## src/rtl/pn_pkg.sv

```systemverilog
// pn_pkg: shared constants and types for the QC-LDPC permutation-network
// control path. The datapath, the sequencer and pn_ctrl_gen all see the same
// circulant size, shift width and stage count from here.
//   Z      : circulant size (data lanes)
//   SW     : shift width, ceil(log2(Z))
//   STAGES : network stages; stage k rotates by 2^k mod Z (equals SW)
package pn_pkg;

    localparam int Z      = 96;
    localparam int SW     = 7;
    localparam int STAGES = 7;

    typedef logic [SW-1:0] shift_t;

    // One slot of the control skew pipeline: a live flag plus the effective
    // shift whose bit k steers stage k.
    typedef struct packed {
        logic   valid;
        shift_t e;
    } pn_token_t;

    // A shift is usable only if it names one of the Z lanes.
    function automatic logic shift_legal(shift_t s);
        return int'(s) < Z;
    endfunction

endpackage

```

## src/rtl/pn_ctrl_gen_if.sv

```systemverilog
// pn_ctrl_gen_if: bundle between the schedule sequencer / switch-unit array
// and pn_ctrl_gen.
//   shift_i, inv_i, in_valid : requested shift, inverse flag, request valid
//   in_ready                 : request accepted when high (= !stall_i)
//   stall_i                  : downstream hold, freezes the whole block
//   launch_o                 : present the lane vector to stage 0 this cycle
//   ctrl_o[k], vld_o[k]      : ctrl bit and live flag for stage k
//   done_o                   : token leaving the last stage this cycle
//   err_o                    : one-cycle pulse, illegal shift dropped
// modport master: the surrounding environment; modport slave: pn_ctrl_gen.
interface pn_ctrl_gen_if;
    import pn_pkg::*;

    shift_t            shift_i;
    logic              inv_i;
    logic              in_valid;
    logic              in_ready;
    logic              stall_i;
    logic              launch_o;
    logic [STAGES-1:0] ctrl_o;
    logic [STAGES-1:0] vld_o;
    logic              done_o;
    logic              err_o;

    modport master (
        output shift_i, inv_i, in_valid, stall_i,
        input  in_ready, launch_o, ctrl_o, vld_o, done_o, err_o
    );

    modport slave (
        input  shift_i, inv_i, in_valid, stall_i,
        output in_ready, launch_o, ctrl_o, vld_o, done_o, err_o
    );

endinterface

```

## src/rtl/pn_shift_norm.sv

```systemverilog
// pn_shift_norm: combinational range check plus inverse-shift computation.
// Shared with the sequencer's self-check so both agree on the mapping.
//   s   : requested shift
//   inv : 1 = return path, use (Z - s) mod Z
//   ok  : s names a real lane (s < Z)
//   e   : effective shift, always < Z when ok is high
module pn_shift_norm
    import pn_pkg::*;
(
    input  shift_t s,
    input  logic   inv,
    output logic   ok,
    output shift_t e
);

    // NOTE: every output gets a default at the top of always_comb so no path
    // leaves it unassigned; otherwise synthesis infers a latch.
    always_comb begin
        ok = shift_legal(s);
        e  = s;
        // s == 0 is its own inverse; Z - 0 would name a non-existent lane.
        if (inv && (s != '0)) begin
            e = shift_t'(Z) - s;
        end
    end

endmodule

```

## src/rtl/pn_ctrl_gen.sv

```systemverilog
// pn_ctrl_gen: control-word generator for the 96-wide QC-LDPC permutation
// network. Accepts one shift per cycle, optionally inverts it, and walks the
// effective shift down a STAGES-deep slot pipeline so that stage k sees bit k
// of its token exactly when the data reaches it.
//   clk   : rising-edge clock
//   rst_n : synchronous active-low reset
//   bus   : pn_ctrl_gen_if.slave (request handshake, stall, per-stage ctrl)
// Flow: accept edge E0 -> input register; E1 -> normalise, load slot 0 or
// raise err; each later unstalled edge moves every slot one stage on.
module pn_ctrl_gen
    import pn_pkg::*;
(
    input  logic          clk,
    input  logic          rst_n,
    pn_ctrl_gen_if.slave  bus
);

    logic      advance;
    logic      in_vld_q;
    shift_t    in_s_q;
    logic      in_inv_q;
    logic      norm_ok;
    shift_t    norm_e;
    logic      err_q;
    pn_token_t slot_in;
    pn_token_t slot [STAGES];

    logic [STAGES-1:0] ctrl_vec;
    logic [STAGES-1:0] vld_vec;

    // A stall freezes every register, so ready is simply its complement.
    assign advance      = !bus.stall_i;
    assign bus.in_ready = advance;

    // Input register: validity is reset, the payload only matters when valid.
    // NOTE: sequential state uses non-blocking assignments so every flop
    // samples its source from before the edge, independent of block order.
    always_ff @(posedge clk) begin
        if (!rst_n) begin
            in_vld_q <= 1'b0;
        end else if (advance) begin
            in_vld_q <= bus.in_valid;
        end
    end

    // NOTE: payload registers carry no reset; their contents are ignored
    // until the matching valid flag is set, so resetting them buys nothing.
    always_ff @(posedge clk) begin
        if (advance) begin
            in_s_q   <= bus.shift_i;
            in_inv_q <= bus.inv_i;
        end
    end

    pn_shift_norm u_norm (
        .s   (in_s_q),
        .inv (in_inv_q),
        .ok  (norm_ok),
        .e   (norm_e)
    );

    // An illegal shift becomes an empty slot (a hole) plus the err pulse.
    assign slot_in.valid = in_vld_q && norm_ok;
    assign slot_in.e     = norm_e;

    always_ff @(posedge clk) begin
        if (!rst_n) begin
            err_q <= 1'b0;
        end else if (advance) begin
            err_q <= in_vld_q && !norm_ok;
        end
    end

    // Slot pipeline: slot k feeds stage k, one edge behind slot k-1.
    for (genvar k = 0; k < STAGES; k++) begin : g_slot
        pn_token_t src;

        if (k == 0) begin : g_head
            assign src = slot_in;
        end else begin : g_body
            assign src = slot[k-1];
        end

        always_ff @(posedge clk) begin
            if (!rst_n) begin
                slot[k].valid <= 1'b0;
            end else if (advance) begin
                slot[k] <= src;
            end
        end
    end

    // Stage k only needs bit k of its token; idle stages are driven low.
    always_comb begin
        ctrl_vec = '0;
        vld_vec  = '0;
        for (int k = 0; k < STAGES; k++) begin
            vld_vec[k]  = slot[k].valid;
            ctrl_vec[k] = slot[k].valid && slot[k].e[k];
        end
    end

    assign bus.ctrl_o   = ctrl_vec;
    assign bus.vld_o    = vld_vec;
    assign bus.launch_o = slot[0].valid;
    assign bus.done_o   = slot[STAGES-1].valid;
    assign bus.err_o    = err_q;

endmodule
```

## src/flat_wrapper.sv

```systemverilog
// flat-port wrapper written by rule: the top's interface ports become plain ports
module pn_ctrl_gen_flat import pn_pkg::*;
  (clk, rst_n, bus_shift_i, bus_inv_i, bus_in_valid, bus_stall_i, bus_in_ready, bus_launch_o, bus_ctrl_o, bus_vld_o, bus_done_o, bus_err_o);
  pn_ctrl_gen_if bus_i ();
  input  logic clk;
  input  logic rst_n;
  input wire logic [$bits(bus_i.shift_i)-1:0] bus_shift_i;
  input wire logic [$bits(bus_i.inv_i)-1:0] bus_inv_i;
  input wire logic [$bits(bus_i.in_valid)-1:0] bus_in_valid;
  input wire logic [$bits(bus_i.stall_i)-1:0] bus_stall_i;
  output wire logic [$bits(bus_i.in_ready)-1:0] bus_in_ready;
  output wire logic [$bits(bus_i.launch_o)-1:0] bus_launch_o;
  output wire logic [$bits(bus_i.ctrl_o)-1:0] bus_ctrl_o;
  output wire logic [$bits(bus_i.vld_o)-1:0] bus_vld_o;
  output wire logic [$bits(bus_i.done_o)-1:0] bus_done_o;
  output wire logic [$bits(bus_i.err_o)-1:0] bus_err_o;
  assign bus_i.shift_i = bus_shift_i;
  assign bus_i.inv_i = bus_inv_i;
  assign bus_i.in_valid = bus_in_valid;
  assign bus_i.stall_i = bus_stall_i;
  assign bus_in_ready = bus_i.in_ready;
  assign bus_launch_o = bus_i.launch_o;
  assign bus_ctrl_o = bus_i.ctrl_o;
  assign bus_vld_o = bus_i.vld_o;
  assign bus_done_o = bus_i.done_o;
  assign bus_err_o = bus_i.err_o;
  pn_ctrl_gen u_core (.clk(clk), .rst_n(rst_n), .bus(bus_i));
endmodule
```

## config.mk

```make
export PLATFORM = sky130hd
export DESIGN_NAME = pn_ctrl_gen_flat
export DESIGN_NICKNAME = d
export VERILOG_FILES = /design/src/rtl/pn_pkg.sv /design/src/rtl/pn_ctrl_gen_if.sv /design/src/rtl/pn_shift_norm.sv /design/src/rtl/pn_ctrl_gen.sv /design/src/flat_wrapper.sv
export SDC_FILE = /design/constraint.sdc
export NUM_CORES = 1
export LEC_CHECK = 0
export ABC_AREA = 1
export CAP_MARGIN = 10
export CORE_MARGIN = 2
export CORE_UTILIZATION = 50
export CTS_CLUSTER_SIZE = 16
export DETAILED_ROUTE_END_ITERATION = 10
export HOLD_SLACK_MARGIN = 0.02
export PLACE_DENSITY = 0.85
export SYNTH_ARGS = -nofsm -noshare
export SYNTH_HDL_FRONTEND = slang
export SYNTH_SLANG_ARGS = --single-unit
```

## constraint.sdc

```tcl
create_clock -name clk -period 1.9 [get_ports clk]
set_clock_uncertainty 0.05 [all_clocks]
set_input_delay 0.19 -clock clk [delete_from_list [all_inputs] [get_ports clk]]
set_output_delay 0.19 -clock clk [all_outputs]
set_load 0.05 [all_outputs]
```

==> impl_metrics.env, run 1 <==
export IMPL_cp_arrival_ns=1.57
export IMPL_synthToLayoutAreaGrowth_pct=23.46
export IMPL_drv_cap=0
export IMPL_worstSetupPathType="reg2out"
export IMPL_setup_worst_path_start_class="flop"
export IMPL_place_port_buffers=29
export IMPL_numCtsBuffers=5
export IMPL_syn_area_sq_mm=0.001787
export IMPL_vias=1039
export IMPL_die_h_microns=63.78
export IMPL_drcViolationCount=0
export IMPL_worst_slew_pin_slew_ns=0.5085
export IMPL_dp_final_hpwl_mm=1.927
export IMPL_coreArea_sq_mm=0.003390
export IMPL_grtUsageTotal_pct=15.22
export IMPL_syn_avg_cell_area_sq_um=12.67
export IMPL_cts_setup_buffers=0
export IMPL_n_antenna_cell=0
export IMPL_dieArea_sq_mm=0.004068
export IMPL_leakagePower_nw=0.9582
export IMPL_fin_setup_tns_ns=0
export IMPL_ys_warnings_count=0
export IMPL_cts_htree_levels=2
export IMPL_die_width_microns=63.78
export IMPL_worst_path_max_delay_cell="clkdlybuf4s50_1"
export IMPL_crit_family="buffers and inverters"
export IMPL_ir_drop_mv=0.7522
export IMPL_rsz0062_at_grt="no"
export IMPL_rows=21
export IMPL_layout_nets=186
export IMPL_synthCells=141
export IMPL_crit_chain="clkdlybuf4s50_1"
export IMPL_io_pins=30
export IMPL_cts_sinks=45
export IMPL_start_util_pct=52.71
export IMPL_grt_max_degree=29
export IMPL_clk_path_buf_depth=2
export IMPL_clock_fmax_mhz=551.5
export IMPL_outcome="finished, final reports clean"
export IMPL_routabilityCongestion=0.8207
export IMPL_syn_nets=154
export IMPL_grt_pass1_vias=1053
export IMPL_worst_endpoint_required_ns=1.66
export IMPL_hold_viol_final=0
export IMPL_crit_fanout=3
export IMPL_fin_ws_ns=0.08690
export IMPL_drt_total_wl_mm=2.655
export IMPL_cts_root_buffer="clkbuf_4"
export IMPL_hold_class="in2reg"
export IMPL_grt_remaining_overflow=0
export IMPL_grt_pass1_wl_mm=4.519
export IMPL_worst_setup_path_end_kind="primary output"
export IMPL_wl_per_cell_microns=12.07
export IMPL_ys_ff_latch=45
export IMPL_ys_types=19
export IMPL_synth_seq_area_share_pct=73.95
export IMPL_slew_limit_headroom_pct=66.05
export IMPL_antenna_found_initial=0
export IMPL_cts_tree="built"
export IMPL_clk_latency_ns=0.35
export IMPL_path_clk_slew_ns=0.13
export IMPL_powerDensity_mw_per_mm2=903.3
export IMPL_drive_above_1_share_pct=13.22
export IMPL_drv_slew=0
export IMPL_finalCritPeriodShare_pct=95.43
export IMPL_worst_path_buf_inv=1
export IMPL_drtIter0Drc=49
export IMPL_ant_nets=0
export IMPL_drt_pass1_iter_count=4
export IMPL_place_ws_ns=0.2582
export IMPL_period_minus_slack_ns=1.813
export IMPL_via_per_inst=4.723
export IMPL_hold_ws_ns=0.3358
export IMPL_critPathMaxStageDelay_ns=0.81
export IMPL_setup_viol_count_final=0
==> final timing paths <==
check / endpoint / cells past startpoint / slack, ns / start
setup reg to reg: u_core.slot[0][6] / 9 / 0.35 / u_core.in_s_q[0]
hold / removal: u_core.in_s_q[2] / 1 / 0.34 / bus_shift_i[2]
hold reg to reg: u_core.slot[2][6] / 0 / 0.38 / u_core.slot[1][6]
setup / recovery: bus_vld_o[3] / 1 / 0.09 / u_core.slot[3][7]
==> per-layer routing <==
metal / track usage [%] / vias up / routed length (microns) / part of all wire, %
li1: - / 512 / - / -
met1: 16.48 / 481 / 1077 / 41
met2: 25.39 / 38 / 1348 / 51
met3: 5.106 / 8 / 153 / 5.8
met4: 9.783 / 0 / 75 / 2.8
met5: 0 / - / 0 / 0
==> sequential cells by signal, indices dropped and copies added, names as in the netlist <==
| register | cells |
|---|---|
| u_core.bus.err_o | 1 |
| u_core.in_inv_q | 1 |
| u_core.in_s_q | 7 |
| u_core.in_vld_q | 1 |
| u_core.slot | 35 |
==> final cells by class <==
cell class / instances / area, sq um
Clock buffer: 6 / 51.30
Clock inverter: 2 / 37.54
Fill cell: 246 / 1184
Inverter: 27 / 107.6
Multi-Input combinational cell: 62 / 309.0
Sequential cell: 45 / 1321
Tap cell: 46 / 57.56
Timing Repair Buffer: 32 / 321.6
==> timing repair <==
item / CTS / global route
setup endpoints to repair: 5 / 3
endpoints found under the hold margin: 0 / 0
gates resized for setup: 5 / 3
pin swaps: 0 / 0
hold buffers: 0 / 0
==> where the power goes <==
group          internal [mW]  switching, mW
logic                 0.0794          0.144
registers               1.14         0.0271
clock network          0.313          0.291
==> layout by cell type (no fill, tap or decap), drive strengths merged <==
cell type       n
buf             5
bufinv          1
clkbuf          6
clkdlybuf4s50  19
clkinv          1
clkinvlp        2
dfxtp           3
dlygate4sd2     5
dlymetal6s2s    3
edfxtp         42
ha              1
inv            25
nand2          32
nand3           7
nand4           1
nor2           13
o21ai           6
xor2            2
==> Yosys cell counts <==
library cell,n,area [sq um]
nor2_4,3,33.78
inv_2,2,7.510
dfxtp_1,3,60.06
o21ai_1,2,10.01
ha_1,1,12.51
nor2_1,10,37.54
edfxtp_1,42,1261
nand3_2,1,10.01
o21ai_2,1,8.760
o21ai_0,3,15.01
clkinv_1,1,3.750
inv_4,1,6.260
inv_1,23,86.33
xor2_1,2,17.52
nand2_1,31,116.4
buf_4,7,52.55
nand2_4,1,11.26
nand4_1,1,6.260
nand3_1,6,30.03
==> logic make-up (layout without fill, tap and decap cells) <==
logic type	after synthesis	count (layout)	synth area share (%)
DFF	45	45	73.95
adders and majority gates	1	1	0.7002
AOI/OAI and AO/OA	6	6	1.891
xor gates and xnor gates	2	2	0.9806
buffers and inverters	34	67	8.754
and+or+nand+nor	53	53	13.73
==> through the flow <==
stage / utilization, % / cell area, sq um / std cells / total power [mW]
floorplan: - / 1790 / 141 / 1.336
global placement: 62.42 / 2116 / 212 / 1.403
detailed placement: 62.42 / 2116 / 212 / 1.416
CTS: 64.86 / 2198 / 220 / 2.020
global route: 65.08 / 2206 / 220 / 2.084
finish: 65.08 / 2206 / 220 / 1.993
(Power assumes the default switching activity.)
==> inputs of run 2 (changes only) <==
--- a/config.mk
+++ b/config.mk
@@ -11,8 +11,10 @@
 export CORE_UTILIZATION = 50
 export CTS_CLUSTER_SIZE = 16
 export DETAILED_ROUTE_END_ITERATION = 10
+export GPL_TIMING_DRIVEN = 0
 export HOLD_SLACK_MARGIN = 0.02
 export PLACE_DENSITY = 0.85
+export SLEW_MARGIN = 40
 export SYNTH_ARGS = -nofsm -noshare
 export SYNTH_HDL_FRONTEND = slang
 export SYNTH_SLANG_ARGS = --single-unit
==> run 2 against run 1 <==
Flip-flop and latch count stayed put. Sequential power hardly changed. Fmax is 1.6% lower. Critical path type unchanged.
==> impl_metrics.env, run 2 (synthesized netlist as in run 1, its figures left out) <==
export IMPL_fin_util_pct=66.19
export IMPL_drt_total_wl_mm=2.696
export IMPL_dieArea_sq_mm=0.004068
export IMPL_multi_input_area_sq_um=309.0
export IMPL_cts_root_buffer="clkbuf_4"
export IMPL_place_port_buffers=29
export IMPL_dp_cells=216
export IMPL_worst_path_buf_inv=2
export IMPL_setup_viol_count_final=0
export IMPL_drv_slew=0
export IMPL_crit_family="buffers and inverters"
export IMPL_start_util_pct=52.71
export IMPL_coreArea_sq_mm=0.003390
export IMPL_worst_setup_path_end_kind="primary output"
export IMPL_fin_ws_ns=0.05665
export IMPL_place_ws_ns=-0.4078
export IMPL_worst_path_max_delay_cell="clkdlybuf4s50_1"
export IMPL_endpoint="bus_vld_o[4]"
export IMPL_crit_cells=2
export IMPL_num_fill_cells=238
export IMPL_cts_setup_buffers=0
export IMPL_worstSetupPathType="reg2out"
export IMPL_ant_nets=0
export IMPL_crit_chain="buf_4, clkdlybuf4s50_1"
export IMPL_dp_final_hpwl_mm=1.869
export IMPL_rr_startpoint="u_core.in_s_q[1]"
export IMPL_routabilityCongestion=0.7804
export IMPL_reg2reg_to="u_core.slot[0][6]"
export IMPL_crit_fanout=3
export IMPL_path_clk_slew_ns=0.12
export IMPL_fin_setup_tns_ns=0
export IMPL_leakagePower_nw=1.049
export IMPL_cts_tree="built"
export IMPL_vias=1089
export IMPL_finalCritPeriodShare_pct=97.02
export IMPL_drtIter0Drc=60
export IMPL_place_area_sq_mm=0.002138
export IMPL_final_cells=225
export IMPL_ir_drop_mv=0.5656
export IMPL_hold_class="in2reg"
export IMPL_worst_slew_pin_slew_ns=0.5197
export IMPL_n_antenna_cell=0
export IMPL_rows=21
export IMPL_drcViolationCount=0
export IMPL_grt_pass1_wl_mm=4.471
export IMPL_via_per_inst=4.840
export IMPL_cts_htree_levels=2
export IMPL_slew_limit_headroom_pct=65.29
export IMPL_final_cell_area_sq_mm=0.002243
export IMPL_largest_reg_flops=35
export IMPL_layout_nets=191
export IMPL_antenna_found_initial=0
export IMPL_top_register="u_core.slot"
export IMPL_clock_fmax_mhz=542.5
export IMPL_die_h_microns=63.78
export IMPL_total_power_mw=1.982
export IMPL_grt_max_degree=16
export IMPL_reg2regPathDepth=9
export IMPL_hold_ws_ns=0.3407
export IMPL_io_pins=30
export IMPL_worst_endpoint_required_ns=1.66
export IMPL_clk_path_buf_depth=2
export IMPL_final_common_cell="edfxtp_1"
export IMPL_die_width_microns=63.78
export IMPL_grt_pass1_vias=1083
export IMPL_cts_sinks=45
export IMPL_critPathLaunch="u_core.slot[4][7]"
export IMPL_synthToLayoutAreaGrowth_pct=25.56
export IMPL_drive_above_1_share_pct=13.97
export IMPL_reg_top3="u_core.slot: 35 flops, u_core.in_s_q: 7 flops"
export IMPL_period_minus_slack_ns=1.843
export IMPL_r2r_setup_slack_ns=0.28
export IMPL_critPathMaxStageDelay_ns=0.79
export IMPL_grtUsageTotal_pct=14.82
export IMPL_wl_per_cell_microns=11.98
export IMPL_grt_remaining_overflow=0
export IMPL_ff_latch_area_sq_mm=0.001321
export IMPL_drt_pass1_iter_count=4
export IMPL_clk_latency_ns=0.35
export IMPL_hold_buffers=0
export IMPL_hold_viol_final=0
export IMPL_drv_cap=0
export IMPL_outcome="finished, final reports clean"
export IMPL_numCtsBuffers=5
export IMPL_powerDensity_mw_per_mm2=883.4
export IMPL_mostFrequentLayoutCells="edfxtp_1 (42), nand2_1 (31), inv_1 (22)"
export IMPL_setup_worst_path_start_class="flop"
export IMPL_cp_arrival_ns=1.60
[run 2: changes by cell type in the layout (fill, tap and decap cells not counted), sizes merged]
cell,before,now
buf,5,7
clkbuf,6,7
dlymetal6s2s,3,8
dlygate4sd2,5,6
clkdlybuf4s50,19,15
[run 2: power breakdown]
group	switching, mW	internal [mW]	total (mW)
registers	0.0268	1.14	1.17
clock network	0.275	0.314	0.589
logic	0.146	0.0813	0.227
total	0.448	1.53	1.98
[run 2: how the worst min path moves through the flow]
stage | to | cells after the start | slack (ns) | from
2_1_floorplan | u_core.in_inv_q | 0 | 0.24 | bus_inv_i
3_3_place_gp | u_core.slot[2][2] | 0 | 0.35 | u_core.slot[1][2]
3_5_place_dp | u_core.slot[5][6] | 0 | 0.35 | u_core.slot[4][6]
4_1_cts | u_core.in_s_q[4] | 1 | 0.32 | bus_shift_i[4]
5_1_grt | u_core.in_s_q[5] | 1 | 0.33 | bus_shift_i[5]
6_report | u_core.in_s_q[4] | 1 | 0.34 | bus_shift_i[4]
[run 2: area by class of cell]
type                            count  area share [%]
Buffer                              7           2.342
Clock buffer                        7           2.454
Clock inverter                      1           1.339
Inverter                           27           4.796
Multi-Input combinational cell     62           13.78
Sequential cell                    45           58.90
Tap cell                           46           2.566
Timing Repair Buffer               29           13.50
Timing Repair inverter              1          0.3346
[run 2: worst register-to-register path, delay by kind of cell, from the launching register on]
family / cells / cell delay, ns
AND/OR/NAND/NOR: 6 / 0.49
flip-flops: 1 / 0.43
buffers and inverters: 2 / 0.15
adder cells (fa/ha/maj): 1 / 0.26
[run 2: metal layers]
metal | wire length [microns] | vias up | global-route usage (%)
li1 | - | 528 | -
met1 | 997 | 501 | 14.62
met2 | 1427 | 50 | 26.17
met3 | 196 | 10 | 5.634
met4 | 74 | 0 | 8.696
met5 | 0 | - | 0
[run 2: timing repair]
item,4_1_cts,5_1_grt
gates cloned,1,0
setup endpoints to repair,36,8
pin swaps,0,0
resized for setup,7,8
